## src/rtl/data_mem_responder.sv

```systemverilog
`timescale 1ns/1ps
// data_mem_responder: word memory behind a req/ready handshake with WAIT wait states; flags misaligned/out-of-range accesses
// Ports: clk, reset (async active-low); req/we/addr/wdata request side; ready/rdata/err one-cycle registered response; busy from acceptance through RESP.
module data_mem_responder #(
    parameter int n     = 16,
    parameter int DEPTH = 256,
    parameter int WAIT  = 2
) (
    input  logic         clk,
    input  logic         reset,
    input  logic         req,
    input  logic         we,
    input  logic [n-1:0] addr,
    input  logic [n-1:0] wdata,
    output logic         ready,
    output logic [n-1:0] rdata,
    output logic         err,
    output logic         busy
);
    localparam int IW = (DEPTH > 1) ? $clog2(DEPTH) : 1;
    typedef enum logic [1:0] {S_IDLE, S_WAIT, S_RESP} state_t;
    state_t         state_q, state_d;
    logic [3:0]     cnt_q, cnt_d;
    logic           we_q;
    logic [n-1:0]   addr_q, wdata_q;
    logic [n-1:0]   mem [DEPTH];
    logic           acc, go_resp, a_we, fault, commit;
    logic [n-1:0]   a_addr, a_wdata;
    logic [IW-1:0]  idx;
    assign acc     = (state_q != S_WAIT) && req;
    // with no wait states the access is performed on the acceptance edge itself, so use the live inputs
    assign go_resp = (WAIT == 0) ? acc : (state_q == S_WAIT && cnt_q == 4'd0);
    assign a_we    = (WAIT == 0) ? we    : we_q;
    assign a_addr  = (WAIT == 0) ? addr  : addr_q;
    assign a_wdata = (WAIT == 0) ? wdata : wdata_q;
    assign idx     = a_addr[IW:1];
    assign fault   = a_addr[0] || ({1'b0, a_addr[n-1:1]} >= n'(DEPTH));
    assign commit  = go_resp && a_we && !fault;
    always_comb begin
        state_d = state_q;
        cnt_d   = cnt_q;
        if (go_resp) state_d = S_RESP;
        else if (acc) begin
            state_d = S_WAIT;
            cnt_d   = 4'(WAIT - 1);
        end
        else if (state_q == S_WAIT) cnt_d = cnt_q - 4'd1;
        else if (state_q == S_RESP) state_d = S_IDLE;
    end
    // memory array is deliberately left out of the reset branch so contents survive reset
    always_ff @(posedge clk or negedge reset) begin
        if (!reset) begin
            state_q <= S_IDLE;
            cnt_q   <= '0;
            we_q    <= 1'b0;
            addr_q  <= '0;
            wdata_q <= '0;
            ready   <= 1'b0;
            rdata   <= '0;
            err     <= 1'b0;
            busy    <= 1'b0;
        end else begin
            state_q <= state_d;
            cnt_q   <= cnt_d;
            if (acc) begin
                we_q    <= we;
                addr_q  <= addr;
                wdata_q <= wdata;
            end
            if (commit) mem[idx] <= a_wdata;
            ready <= go_resp;
            rdata <= (go_resp && !a_we && !fault) ? mem[idx] : '0;
            err   <= go_resp && fault;
            busy  <= state_d != S_IDLE;
        end
    end
endmodule
```

## config.mk

```make
export PLATFORM = sky130hd
export DESIGN_NAME = data_mem_responder
export DESIGN_NICKNAME = d
export VERILOG_FILES = /design/src/rtl/data_mem_responder.sv
export SDC_FILE = /design/constraint.sdc
export NUM_CORES = 2
export LEC_CHECK = 0
export CORE_MARGIN = 2
export CORE_UTILIZATION = 50
export CTS_CLUSTER_SIZE = 8
export DETAILED_ROUTE_END_ITERATION = 7
export PLACE_DENSITY = 0.63
export SLEW_MARGIN = 10
export SYNTH_ARGS = -nofsm -noshare
export SYNTH_HDL_FRONTEND = slang
export SYNTH_SLANG_ARGS = --single-unit
```

## constraint.sdc

```tcl
create_clock -name clk -period 12.4 [get_ports clk]
set_input_delay 3.1 -clock clk [delete_from_list [all_inputs] [get_ports clk]]
set_output_delay 3.1 -clock clk [all_outputs]
set_load 0.01 [all_outputs]
```

==> metrics.cfg <==
[place]
pre_cts_ws_ns = 4.58
port_buffers = 54
place.gp.congestion = 0.855
hpwl_um = 248000

[grt]
grt_max_degree = 172
track_usage_pct = 25.9
overflow = 0
grt_pass1_wl_um = 599000
grt_pass1_vias = 81200
grt_antenna_before_repair = 36

[status]
status = complete, no violations

[synthesis]
seq_area_frac_synth_pct = 78.1
avgSynthCellArea_um2 = 19.6
synth_area_leader_cell = edfxtp_1
synthTopCellsByArea = edfxtp_1 77%, mux4_2 7.1%, mux2i_1 6.3%, a22oi_1 1.6%, dfrtp_1 0.91%
syn_area_um2 = 159000
synth_common_cells = 4096 x edfxtp_1, 1009 x mux2i_1, 506 x mux4_2, 338 x a22oi_1, 298 x nor2_1
ys_seq_elements = 4154
synth_top_area_share_pct = 77.1
syn_nets = 8163
synth.distinct_cells = 59
synth_cells = 8125
synth-edff-count = 4096
async_reset_ff_share_pct = 1.40
synth_warnings = 0
yosysMostFrequentCell = edfxtp_1
synthFlopType = edfxtp_1

[floorplanning]
initial_core_util_pct = 50.2
io_pins = 55
rows = 207
die_h_um = 569
die_area_um2 = 323000
coreArea_um2 = 318000
dieWidth_um = 569

[cts]
clockBufferDepth = 4
cts_sinks = 4154
cts_tree = built
h-tree-depth = 6
numCtsBuffers = 589
clk_latency_ns = 1.03
root_buffer = clkbuf_16
holdBufCountCts = 0
ctsResizeCount = 0
clkTransAtPathRegs_ns = 0.05
cts_setup_buffers = 0

[routing]
wl_um = 424000
drc = 0
routedWlPerCell_um = 32.7
ant_nets = 0
firstDrtPassIters = 6
drt-initial-drc-count = 11800
viasPerCell = 6.35
vias = 82500

[timing]
final_max_slew_viol_count = 0
fin_crit_sh_pct = 53.4
layout_setup_ws_ns = 5.78
period_minus_slack_ns = 6.62
finalHoldViolations = 0
fin_worst_skew_ns = 0.0491
max_freq_ghz = 0.151
tightest_slew_ns = 1.25
finalSetupTns_ns = 0
setup_viol = 0
max_slew_margin_pct = 16.8
grt_setup_unrepaired = false

[worst_setup_path]
start_kind = input port
worstSetupPathType = input port to register
end_kind = register
crit_fanout = 16
crit_arrival_ns = 7.32
reg2reg_depth = 10
worstPathRequired_ns = 13.10

[min_path]
hp-class = register to register
hold_depth = 2

[flow_run]
cap_violations = 0

[power]
ir_drop_v = 0.000191
p_per_area_nw_per_um2 = 234
power.leakage_uw = 0.0590

[layout]
nets = 8708
area_delta_synth_final_pct = 14.5
seqCellArea_um2 = 125000
drive_gt1_share_pct = 18.5
num-fill-cells = 23100
multi_input_area_um2 = 33000

==> area by class of cell <==
type	instances	share of cell area, %
diodes	10	0.0137
clock buffers	670	8.34
clock inverters	48	0.502
inverters	4	0.00822
multi-input cells	3476	18.1
flip-flops and latches	4154	68.2
well taps	4180	2.86
repair buffers	445	2.00
==> cells in the final DEF, fill, tap and decap left out, types with 16 or more instances in the layout <==
| cell | instances |
|---|---|
| clkbuf_1 | 72 |
| clkbuf_16 | 598 |
| a21oi_1 | 172 |
| a22o_1 | 16 |
| a221oi_1 | 17 |
| nand4_1 | 76 |
| a22oi_1 | 338 |
| a21boi_0 | 30 |
| o221ai_1 | 30 |
| a211oi_1 | 62 |
| dfrtp_4 | 19 |
| o21ai_0 | 50 |
| dfrtp_1 | 38 |
| o22a_1 | 16 |
| nor2b_1 | 40 |
| buf_4 | 377 |
| nor3_1 | 49 |
| nor2_1 | 273 |
| clkdlybuf4s50_1 | 53 |
| mux4_2 | 506 |
| nor2_2 | 24 |
| and3_1 | 79 |
| o22ai_1 | 156 |
| mux2i_1 | 1009 |
| edfxtp_1 | 4096 |
| nand2_1 | 225 |
| nand3_1 | 161 |
==> per-layer routing <==
metal | up-vias | GRT usage (%) | share of wire (%)
met2 | 4216 | 39.7 | 46
met4 | 8 | 7.87 | 3.1
met5 | - | 0 | 0.013
met3 | 702 | 4.52 | 9.5
li1 | 34300 | - | -
met1 | 43300 | 38.3 | 41
==> sequential cells by signal, indices dropped and copies added (netlist names) <==
name     count
rdata       16
cnt_q        4
a_wdata     16
state_q      2
mem       4096
a_we         1
a_addr      16
busy         1
err          1
ready        1
==> power by group <==
group	leakage [uW]	total, uW	switching [uW]	internal (uW)
logic	0.0133	10400	7150	3230
clock network	0.00784	14300	5690	8600
registers	0.0379	18100	658	17400
total	0.0590	42700	13500	29300
==> worst paths after layout <==
check                           from      endpoint  slack, ns
min reg2reg                a_addr[0]     a_addr[0]       0.47
min                        a_addr[0]     a_addr[0]       0.47
max in group asynchronous      reset     a_addr[1]       9.17
max reg2reg                a_addr[4]     rdata[10]       6.09
min in group asynchronous      reset    state_q[1]       1.94
max                            reset  mem[109][12]       5.78
==> logic make-up after synthesis <==
| group | share of synthesized area [%] |
|---|---|
| adders and majority gates | 0.0157 |
| muxes | 13.5 |
| buffers and inverters | 1.38 |
| xor gates and xnor gates | 0.0110 |
| DFF | 78.1 |
| and+or+nand+nor | 2.97 |
| AOI/OAI and AO/OA | 4.09 |
==> metrics by stage <==
stage | hold slack [ns] | area (um^2) | util, % | total power, uW | instances
4_1_cts | 0.476 | 183000 | 57.5 | 42900 | 13000
2_1_floorplan | 0.446 | 159000 | - | 24500 | 8125
3_5_place_dp | 0.463 | 166000 | 52.4 | 28700 | 12300
3_3_place_gp | 0.463 | 166000 | 52.4 | 28500 | 12300
6_report | 0.473 | 183000 | 57.5 | 42700 | 13000
5_1_grt | 0.490 | 183000 | 57.5 | 44000 | 13000
==> critical path, cell delays in order <==
cell,delay [ns]
buf_4,0.24
nand3_1,0.66
nor3b_1,1.20
nand2_1,0.93
nor2_1,0.86
buf_4,0.29
No activity file was read; power rests on OpenSTA's default activity.
